==> src/rtl/uart_rx_deser_if.sv <==
//------------------------------------------------------------------------------
// Module   : uart_rx_deser_if
// Brief    : Serial-in / parallel-out bundle between the link and the receiver.
// Revision : 1.0 - initial release
//------------------------------------------------------------------------------
`default_nettype none

interface uart_rx_deser_if #(
    parameter int MSG_WIDTH = 15
);
    logic                 enable_rx;
    logic                 msg_in_rx;
    logic [MSG_WIDTH-1:0] msg_out_rx;
    logic                 valid_rx;
    logic                 frame_err_rx;
    logic                 busy_rx;

    modport master (
        output enable_rx,
        output msg_in_rx,
        input  msg_out_rx,
        input  valid_rx,
        input  frame_err_rx,
        input  busy_rx
    );

    modport slave (
        input  enable_rx,
        input  msg_in_rx,
        output msg_out_rx,
        output valid_rx,
        output frame_err_rx,
        output busy_rx
    );
endinterface

`default_nettype wire

==> src/rtl/uart_rx_deser.sv <==
//------------------------------------------------------------------------------
// Module   : uart_rx_deser
// Brief    : UART frame receiver, MSB-first codeword, mid-bit sampling.
// Revision : 1.0 - initial release
//------------------------------------------------------------------------------
`default_nettype none

module uart_rx_deser #(
    parameter int MSG_WIDTH  = 15,
    parameter int BIT_CYCLES = 1
) (
    input  wire logic          clk_rx,
    input  wire logic          rst_n_rx,
    uart_rx_deser_if.slave     rx
);

    localparam int H  = (BIT_CYCLES - 1) / 2;
    localparam int CW = (BIT_CYCLES > 1) ? $clog2(BIT_CYCLES) : 1;
    localparam int BW = $clog2(MSG_WIDTH + 1);

    localparam logic [CW-1:0] CNT_LAST = CW'(BIT_CYCLES - 1);
    localparam logic [CW-1:0] CNT_MID  = (H > 0) ? CW'(H - 1) : '0;
    localparam logic [BW-1:0] BIT_LAST = BW'(MSG_WIDTH - 1);

    typedef enum logic [2:0] {
        IDLE      = 3'd0,
        START     = 3'd1,
        DATA      = 3'd2,
        STOP      = 3'd3,
        WAIT_HIGH = 3'd4
    } state_t;

    state_t               state_q, state_d;
    logic [CW-1:0]        cnt_q, cnt_d;
    logic [BW-1:0]        bit_q, bit_d;
    logic [MSG_WIDTH-1:0] shift_q, shift_d;
    logic [MSG_WIDTH-1:0] msg_q, msg_d;
    logic                 valid_q, valid_d;
    logic                 ferr_q, ferr_d;
    logic                 busy_q, busy_d;

    always_ff @(posedge clk_rx or negedge rst_n_rx) begin
        if (!rst_n_rx) begin
            state_q <= IDLE;
            cnt_q   <= '0;
            bit_q   <= '0;
            shift_q <= '0;
            msg_q   <= '0;
            valid_q <= 1'b0;
            ferr_q  <= 1'b0;
            busy_q  <= 1'b0;
        end else begin
            state_q <= state_d;
            cnt_q   <= cnt_d;
            bit_q   <= bit_d;
            shift_q <= shift_d;
            msg_q   <= msg_d;
            valid_q <= valid_d;
            ferr_q  <= ferr_d;
            busy_q  <= busy_d;
        end
    end

    // cnt_q counts edges since the last sample point (or detection), minus one
    always_comb begin
        state_d = state_q;
        cnt_d   = cnt_q;
        bit_d   = bit_q;
        shift_d = shift_q;
        msg_d   = msg_q;
        valid_d = 1'b0;
        ferr_d  = 1'b0;

        if (!rx.enable_rx) begin
            state_d = IDLE;
        end else begin
            case (state_q)
                IDLE: begin
                    if (!rx.msg_in_rx) begin
                        cnt_d   = '0;
                        bit_d   = '0;
                        state_d = (H == 0) ? DATA : START;
                    end
                end
                START: begin
                    if (cnt_q == CNT_MID) begin
                        cnt_d   = '0;
                        state_d = rx.msg_in_rx ? IDLE : DATA;
                    end else begin
                        cnt_d = cnt_q + 1'b1;
                    end
                end
                DATA: begin
                    if (cnt_q == CNT_LAST) begin
                        cnt_d   = '0;
                        shift_d = {shift_q[MSG_WIDTH-2:0], rx.msg_in_rx};
                        bit_d   = bit_q + 1'b1;
                        if (bit_q == BIT_LAST) begin
                            state_d = STOP;
                        end
                    end else begin
                        cnt_d = cnt_q + 1'b1;
                    end
                end
                STOP: begin
                    if (cnt_q == CNT_LAST) begin
                        cnt_d = '0;
                        if (rx.msg_in_rx) begin
                            msg_d   = shift_q;
                            valid_d = 1'b1;
                            state_d = IDLE;
                        end else begin
                            ferr_d  = 1'b1;
                            state_d = WAIT_HIGH;
                        end
                    end else begin
                        cnt_d = cnt_q + 1'b1;
                    end
                end
                WAIT_HIGH: begin
                    // a held-low line must not be taken as a stream of start bits
                    if (rx.msg_in_rx) begin
                        state_d = IDLE;
                    end
                end
                default: begin
                    state_d = IDLE;
                end
            endcase
        end

        busy_d = (state_d == START) || (state_d == DATA) || (state_d == STOP);
    end

    assign rx.msg_out_rx   = msg_q;
    assign rx.valid_rx     = valid_q;
    assign rx.frame_err_rx = ferr_q;
    assign rx.busy_rx      = busy_q;

endmodule

`default_nettype wire

==> src/flat_wrapper.sv <==
// flat-port wrapper written by rule: the top's interface ports become plain ports
module uart_rx_deser_flat 
#(
    parameter int MSG_WIDTH  = 15,
    parameter int BIT_CYCLES = 1
)
  (clk_rx, rst_n_rx, rx_enable_rx, rx_msg_in_rx, rx_msg_out_rx, rx_valid_rx, rx_frame_err_rx, rx_busy_rx);
  uart_rx_deser_if #(.MSG_WIDTH(MSG_WIDTH)) rx_i ();
  input  wire logic clk_rx;
  input  wire logic rst_n_rx;
  input wire logic [$bits(rx_i.enable_rx)-1:0] rx_enable_rx;
  input wire logic [$bits(rx_i.msg_in_rx)-1:0] rx_msg_in_rx;
  output wire logic [$bits(rx_i.msg_out_rx)-1:0] rx_msg_out_rx;
  output wire logic [$bits(rx_i.valid_rx)-1:0] rx_valid_rx;
  output wire logic [$bits(rx_i.frame_err_rx)-1:0] rx_frame_err_rx;
  output wire logic [$bits(rx_i.busy_rx)-1:0] rx_busy_rx;
  assign rx_i.enable_rx = rx_enable_rx;
  assign rx_i.msg_in_rx = rx_msg_in_rx;
  assign rx_msg_out_rx = rx_i.msg_out_rx;
  assign rx_valid_rx = rx_i.valid_rx;
  assign rx_frame_err_rx = rx_i.frame_err_rx;
  assign rx_busy_rx = rx_i.busy_rx;
  uart_rx_deser #(.MSG_WIDTH(MSG_WIDTH), .BIT_CYCLES(BIT_CYCLES)) u_core (.clk_rx(clk_rx), .rst_n_rx(rst_n_rx), .rx(rx_i));
endmodule
==> config.mk <==
export PLATFORM = sky130hd
export DESIGN_NAME = uart_rx_deser_flat
export DESIGN_NICKNAME = d
export VERILOG_FILES = /design/src/rtl/uart_rx_deser_if.sv /design/src/rtl/uart_rx_deser.sv /design/src/flat_wrapper.sv
export SDC_FILE = /design/constraint.sdc
export NUM_CORES = 1
export LEC_CHECK = 0
export ABC_AREA = 1
export CAP_MARGIN = 10
export CORE_MARGIN = 5
export CORE_UTILIZATION = 45
export DETAILED_ROUTE_END_ITERATION = 8
export GPL_TIMING_DRIVEN = 0
export PLACE_DENSITY = 0.7
export SYNTH_ARGS = -nofsm -noshare
export SYNTH_HDL_FRONTEND = slang
export SYNTH_SLANG_ARGS = --single-unit
==> constraint.sdc <==
create_clock -name clk_rx -period 1.05 [get_ports clk_rx]
set_input_delay 0.105 -clock clk_rx [delete_from_list [all_inputs] [get_ports clk_rx]]
set_output_delay 0.105 -clock clk_rx [all_outputs]
set_load 0.02 [all_outputs]
---- After elaboration in Yosys (flattened, before gate mapping) ----
Index checks and enable logic that the tools add are counted.
word-level totals
  flip-flop bits (word level) ............. 41
  bits in latches ......................... 0
  bits in writable memories ............... 0
  ROM bits ................................ 0
  bits of input ports ..................... 4
  output and inout port bits .............. 18
  logic and storage cells ................. 55
  memories ................................ 0
cells by class
  $add $sub $neg .......................... 2
  $mul .................................... 0
  div/mod/pow operators ................... 0
  order comparisons ....................... 0
  eq/ne operators ......................... 10
  shift-type cells ........................ 0
  muxes and demuxes ....................... 24
  bitwise logic cells ..................... 1
  reduce and logical (&&, ||, !) cells .... 10
operators with widths
  cell                 number
  $mux 3               8
  $pmux 3 s5           1
  $eq 3x2->1 const B   4
  $mux 1               10
  $mux 4               2
  $pmux 4 s2           1
  $reduce_and 4->1     2
  $eq 3x1->1 const B   2
  $reduce_and 3->1     2
  $add 4x1->4 const B  1
  $eq 4x4->1 const B   1
  $ne 2x2->1 const B   2
  $reduce_bool 2->1    2
  $eq 3x3->1 const B   1
  $logic_not 3->1      1
  $reduce_or 3->1      1
  $logic_or 1x1->1     2
  $mux 2               1
  $pmux 1 s2           1
  $add 1x1->1 const B  1
  $not 1->1            1

---- Logic depth before layout (Yosys ltp) ----
Gate-level depths: netlist of run 1.
  depth in word-level cells ............... 8
  mapped depth ............................ 7
  mapped depth without buffers ............ 6

---- Least setup slack after synthesis of run 1 ----
OpenSTA, ideal clock, no wires.
  kind .................................... register to register
  from .................................... reg u_core.state_q[0]
  to ...................................... reg u_core.shift_q[13]
  library setup time ...................... 0.122 ns
  arrival time ............................ 1.022 ns
  data required time ...................... 0.928 ns
  slack ................................... -0.094 ns
  stages on the path, launching flop included .. 7
  path buffers ............................ 2
  clock period less this slack ............ 1.144 ns
  cells stage by stage .................... dfrtp_1 -> nor2_2 -> nand2_1 -> nor2_2 -> buf_6 -> buf_12 -> o21ai_1
on the way
  longest elaborated chain between the ends .. 2
RTL lines
  element                     line                 source
  start, declared             uart_rx_deser.sv:33  state_t state_q, state_d;
  start signal, assigned      uart_rx_deser.sv:53  state_q <= state_d;
  $eq 3x2->1                  uart_rx_deser.sv:77  case (state_q)
  $reduce_and 3->1 (no line)  n/a
  end signal, assigned        uart_rx_deser.sv:56  shift_q <= shift_d;
  end, declared               uart_rx_deser.sv:36  logic [MSG_WIDTH-1:0] shift_q, shift_d;
No other way between the ends.
A chain may end at the register's enable or synchronous reset.

---- Worst setup path after layout of run 1 ----
  from .................................... reg u_core.state_q[1]
  to ...................................... reg u_core.msg_q[6], in the netlist u_core.rx.msg_out_rx[6]
on the way
  longest elaborated chain between the ends .. 2
RTL lines
  element                     line                 source
  $eq 3x2->1                  uart_rx_deser.sv:77
  $reduce_and 4->1 (no line)  n/a
  end signal, assigned        uart_rx_deser.sv:57  msg_q <= msg_d;
  end, declared               uart_rx_deser.sv:37  logic [MSG_WIDTH-1:0] msg_q, msg_d;
No other way between the ends.

==> out/summary.txt, run 1 <==
status: complete, but fails checks
failing checks: negative hold slack, negative setup slack
R2R Setup Slk: -250 ps
final cell count without fillers: 258
Worst setup EP type: register
period utilization: 1.234
DRT iter0 DRCs: 62
final slew viol count: 0
design area: 2369 µm²
drt total wl: 3.798 mm
met2 Usage GRT: 0.2306
Slew headroom: 0.4228
Post-Syn Nets: 172
Post-synth EDFFs: 0
post-synth top area share: 0.5887
largest cells by area after synthesis: dfrtp_1, o21ai_2, nand2_1
P&R area growth vs syn: 39.29%
largest net degree at the start of global routing: 41
Finished Core Util: 0.6470
max-cap check violation count: 0
worst hold margin: -78.31 ps
share of post-route cells with drive strength above 1: 0.5476
nets: 215
post-DP HPWL: 2.125 mm
sum of negative setup slack: -6770 ps
Critical R2R Capture: u_core.rx.msg_out_rx[6]
Avg Inst Size Synth: 10.24 µm²
clk root buf: clkbuf_8
Hold WC Path Type: in2async
Commonest cells post-synth: dfrtp_1, nand2_1, inv_1, o21ai_2, nand2_2
CP max stage delay: 490 ps
Cells after DPL: 235
logic gate share of total power: 0.178
crit start category: register
Die Span X: 71.47 µm
Slowest-stage cell, CP: dfrtp_1
Final GP Congestion: 0.7515
synthesized flop and latch total: 40
Pwr Density: 1594 nW/µm²
Worst-Margin Slew: 865.8 ps
CP max FO: 6
Worst Setup SP: u_core.state_q[1]
GRT busiest layer: met2
Clock transition at path regs: 80 ps
Clk pwr share: 0.321
Synth warnings: 0
vias per cell: 4.907
Data arrival, critical path: 1470 ps
Critical Path Sink: u_core.rx.msg_out_rx[6]
top-level port count: 22
global-route wire length before repair: 5.678 mm
TritonCTS clock tree: done
most common cell in the netlist: dfrtp_1
required time of the critical path: 1220 ps
chip height: 71.47 µm
Register-to-Register Path Depth: 5
clk sinks: 40
Clock Skew: 9.181 ps
Synth Instances: 166
Placed Area: 1978 µm²
Clock Path Buffers: 2
Fin. Hold Viols: 40
Final Critical Period: 1296 ps
Post-route DRC: 0
area leader, netlist: dfrtp_1
sequential power share: 0.501
Seq/Total Area, Yosys: 0.5887
antenna violations before repair: 0
IO buf count: 21
Fmax: 771.5 MHz
worst setup path class: reg2reg
number of library cell types mapped by synthesis: 22
sw power: 1062 µW
Initial Util: 0.4645
main flop type after synthesis: dfrtp_1
H-tree lvl count: 2
RR Startpoint: u_core.state_q[1]
worst setup margin: -246.2 ps
# setup viols final: 36
Pint: 2713 µW
drt pass-1 iters: 4
n_diodes: 0
met3 Use GR: 0.02945
Rows: 22
floorplan core area: 3661 µm²
asr flop ratio synth: 1.000
vias in the first global route: 1236
Total GRT Usage: 0.1422
Clk Latency, worst-skew pair: 290 ps
CP Cell Sequence: nand3_4 > or2_4 > clkbuf_16 > nand2_4 > o21ai_2
die area: 5108 µm²
switch share: 0.2813
wire per inst: 14.72 µm
P_leak: 0.001154 µW
RSZ-0062 raised after global routing: true
CTS buffer count: 5
mapped cell area: 1700 µm²
GR Overflow Total: 0
Post-DRT Antenna Nets: 0
met1 Track Usage GR: 0.1812
Via Count: 1266
Peak VDD IR: 0.8615 mV
-- cell families after synthesis --
group / after synthesis / share of synthesized area
buf+inv: 30 / 0.09713
flops: 40 / 0.5887
fa+ha+maj: 2 / 0.01471
compound gates: 35 / 0.1347
simple gates: 59 / 0.1648
-- critical path, delay by kind of cell (launching register included) --
kind / cells / cell delay, ps
AO/OA/AOI/OAI: 1 / 50
flip-flops: 1 / 490
buffers and inverters: 1 / 190
AND/OR/NAND/NOR: 3 / 470
-- sequential cells by signal (all words and copies together) (netlist names) --
signal and cells:
u_core.rx.valid_rx 1, u_core.rx.busy_rx 1, u_core.bit_q 4, u_core.state_q 3, u_core.rx.msg_out_rx 15, u_core.rx.frame_err_rx 1, u_core.shift_q 15
-- routing by layer --
metal / vias to the layer above / routed length (µm)
met5: - / 0
met4: 0 / 64
met3: 6 / 117
met2: 17 / 2014
met1: 632 / 1601
li1: 611 / -
-- power groups by stage --
| stage | Clock [µW] | Sequential (µW) | Combinational, µW |
|---|---|---|---|
| final | 1210 | 1890 | 671 |
| after global routing | 1300 | 1920 | 744 |
| after detailed placement | 0 | 1890 | 507 |
| after floorplan | 0 | 1900 | 304 |
| after global placement | 0 | 1880 | 491 |
| after CTS | 1250 | 1870 | 574 |
-- cells in the final DEF, fill, tap and decap left out, types with 5 or more instances in the layout --
master	n
inv_1	19
o21ai_2	24
clkbuf_8	5
buf_4	10
nand2_4	11
o21ai_1	7
nand2_1	12
buf_2	13
dfrtp_1	40
nand2_2	20
-- final cells by class --
| type | count | area, µm² |
|---|---|---|
| Inverter | 24 | 97.59 |
| Multi-Input combinational cell | 96 | 706.9 |
| Buffer | 6 | 92.59 |
| Fill cell | 284 | 1292 |
| Clock inverter | 2 | 35.03 |
| Clock buffer | 6 | 72.57 |
| Tap cell | 48 | 60.06 |
| Sequential cell | 40 | 1001 |
| Timing Repair Buffer | 36 | 302.8 |
-- repair_timing --
action | in CTS | in global routing
hold endpoints to repair | 40 | 0
buffers inserted | 6 | 7
pin swaps | 4 | 7
setup endpoints to repair | 54 | 45
resized for setup | 76 | 51
gates cloned | 1 | 1
-- per-stage QoR --
stage                     power (µW)  worst slack [ps]
after floorplan                 2208            -93.46
after global placement          2371             -1062
after detailed placement        2397            -377.6
after CTS                       3695            -184.2
after global routing            3965            -303.9
final                           3775            -246.2
-- worst min-delay path by stage --
| stage | from | to | slack, ps | cells after the start |
|---|---|---|---|---|
| global placement | u_core.rx.msg_out_rx[14] | u_core.rx.msg_out_rx[14] | 460 | 2 |
| detailed placement | rst_n_rx | u_core.bit_q[2] | 270 | 1 |
| floorplan | rst_n_rx | u_core.bit_q[0] | -190 | 0 |
| finish | rst_n_rx | u_core.bit_q[2] | -80 | 1 |
| global route | rst_n_rx | u_core.bit_q[2] | 8 | 1 |
| CTS | rst_n_rx | u_core.bit_q[2] | -40 | 1 |
Power figures use the tool's default switching activity.
==> inputs of run 2 (changes only) <==
--- a/config.mk
+++ b/config.mk
@@ -6,12 +6,12 @@
 export NUM_CORES = 1
 export LEC_CHECK = 0
 export ABC_AREA = 1
-export CAP_MARGIN = 10
+export ABC_CLOCK_PERIOD_IN_PS = 1560
 export CORE_MARGIN = 5
 export CORE_UTILIZATION = 45
 export DETAILED_ROUTE_END_ITERATION = 8
 export GPL_TIMING_DRIVEN = 0
-export PLACE_DENSITY = 0.7
+export PLACE_DENSITY = 0.67
 export SYNTH_ARGS = -nofsm -noshare
 export SYNTH_HDL_FRONTEND = slang
 export SYNTH_SLANG_ARGS = --single-unit
==> constraint.sdc (replaced) <==
create_clock -name clk_rx -period 1.56 [get_ports clk_rx]
set_input_delay 0.156 -clock clk_rx [delete_from_list [all_inputs] [get_ports clk_rx]]
set_output_delay 0.156 -clock clk_rx [all_outputs]
set_load 0.02 [all_outputs]
==> run 2 against run 1 <==
The flow finishes with violations (negative hold slack). Critical path depth decreased by 4. Routed wire length shrank 15%. Die area stayed put. Worst hold slack improved by 56 ps. Register-to-register slack gained 500 ps. Total power shrank 41%. Count of clock-buffer cells in the layout did not move.
==> out/summary.txt, run 2 (synthesis gave the netlist of run 1 again) <==
RSZ-0062 raised after global routing: false
clk sinks: 40
Fmax: 699.4 MHz
Post-route DRC: 0
sequential power share: 0.566
Pint: 1598 µW
Final GP Congestion: 0.8558
Slowest-stage cell, CP: clkdlybuf4s50_1
die area: 5108 µm²
drt total wl: 3.243 mm
most common cell after layout, fill and taps aside: dfrtp_1
Clock Path Buffers: 2
Slew headroom: 0.4202
sw power: 622.6 µW
Pwr Density: 1087 nW/µm²
TritonCTS clock tree: done
post-CTS setup buffers: 0
Crit. path cell count: 1
Post-DRT Antenna Nets: 0
floorplan core area: 3661 µm²
Cells after DPL: 235
Peak VDD IR: 0.5173 mV
Top delay family on crit path: buffers and inverters
Clock transition at path regs: 70 ps
GR Overflow Total: 0
worst hold margin: -22.47 ps
crit path buf inv count: 1
chip height: 71.47 µm
Initial Util: 0.4645
CTS buffer count: 5
CP Cell Sequence: clkdlybuf4s50_1
Fin. Hold Viols: 40
most frequent cells in the layout: dfrtp_1, nand2_1, inv_1, clkdlybuf4s50_1, o21ai_2
clk root buf: clkbuf_8
Via Count: 1185
logic gate share of total power: 0.150
share of post-route cells with drive strength above 1: 0.2371
final cell count without fillers: 242
Fillers: 342
crit start category: register
post-cts sizing count: 0
Worst setup EP type: primary output
worst setup path class: reg2out
failing checks: negative hold slack
Register-to-Register Path Depth: 7
P&R area growth vs syn: 20.16%
CP max stage delay: 620 ps
vias per cell: 4.897
# setup viols final: 0
n_diodes: 0
Clk Latency, worst-skew pair: 290 ps
period utilization: 0.9165
Final Critical Period: 1430 ps
Rows: 22
switch share: 0.2803
top-level port count: 22
wire per inst: 13.40 µm
Post-CTS Hold Fix Bufs: 0
RR Startpoint: u_core.state_q[0]
Die Span X: 71.47 µm
DRT iter0 DRCs: 47
P_leak: 0.0009557 µW
required time of the critical path: 1400 ps
IO buf count: 21
Clk pwr share: 0.284
Clock Skew: 6.679 ps
antenna violations before repair: 0
Worst-Margin Slew: 869.7 ps
drt pass-1 iters: 4
Hold WC Path Type: in2async
final slew viol count: 0
register area: 1001 µm²
max-cap check violation count: 0
Total GRT Usage: 0.1389
sum of negative setup slack: 0 ps
post-DP HPWL: 2.296 mm
Multi-input gate area: 534.3 µm²
nets: 200
Data arrival, critical path: 1270 ps
CP max FO: 2
vias in the first global route: 1199
H-tree lvl count: 2
Worst Setup SP: u_core.rx.msg_out_rx[12]
largest net degree at the start of global routing: 41
global-route wire length before repair: 5.554 mm
status: complete, but fails checks
==> run 2: cell type report <==
type	count	share of cell area
buffer	6	0.03429
sequential	40	0.4899
multi-input combinational	96	0.2615
tap	48	0.02939
clock inverter	1	0.002449
timing repair buffer	21	0.1004
clock buffer	6	0.03552
inverter	24	0.04654
==> run 2: worst paths after layout <==
check                                      endpoint  slack [ps]
min in group clk_rx        u_core.rx.msg_out_rx[14]         480
max                               rx_msg_out_rx[12]         130
max in group asynchronous   u_core.rx.msg_out_rx[0]        1030
max reg2reg                       u_core.shift_q[8]         250
min reg2reg                u_core.rx.msg_out_rx[14]         480
min                         u_core.rx.msg_out_rx[8]         -20
==> run 2: layer usage <==
layer	vias up	share of wire	wire, µm	global-route usage
met5	-	0	0	0
met4	0	0.010	34	0.04802
met3	5	0.048	156	0.04909
met2	25	0.51	1657	0.2316
met1	583	0.43	1395	0.1665
li1	572	-	-	-
==> run 2: power by group through the flow <==
| stage | sequential (µW) | clock [µW] | combinational [µW] |
|---|---|---|---|
| global route | 1270 | 710 | 380 |
| detailed placement | 1270 | 0 | 341 |
| CTS | 1260 | 664 | 343 |
| global placement | 1270 | 0 | 324 |
| floorplan | 1280 | 0 | 198 |
| finish | 1260 | 630 | 334 |
==> run 2: stage by stage <==
step	hold WS, ps	instance area, µm²	utilization	setup slack, ps	total power [µW]
floorplan	-139.6	1700	-	415.8	1479
global route	67.28	2043	0.5581	88.89	2365
global placement	461.5	1971	0.5383	-586.4	1590
detailed placement	329.3	1966	0.5369	68.81	1616
finish	-22.47	2043	0.5581	130.3	2221
CTS	10.97	2043	0.5581	99.33	2263
==> inputs of run 3 (changes only) <==
--- a/config.mk
+++ b/config.mk
@@ -7,6 +7,7 @@
 export LEC_CHECK = 0
 export ABC_AREA = 1
 export ABC_CLOCK_PERIOD_IN_PS = 1560
+export CAP_MARGIN = 10
 export CORE_MARGIN = 5
 export CORE_UTILIZATION = 45
 export DETAILED_ROUTE_END_ITERATION = 8
==> results of run 3 <==
The final DEF is identical to that of run 2; final timing and power are the same.
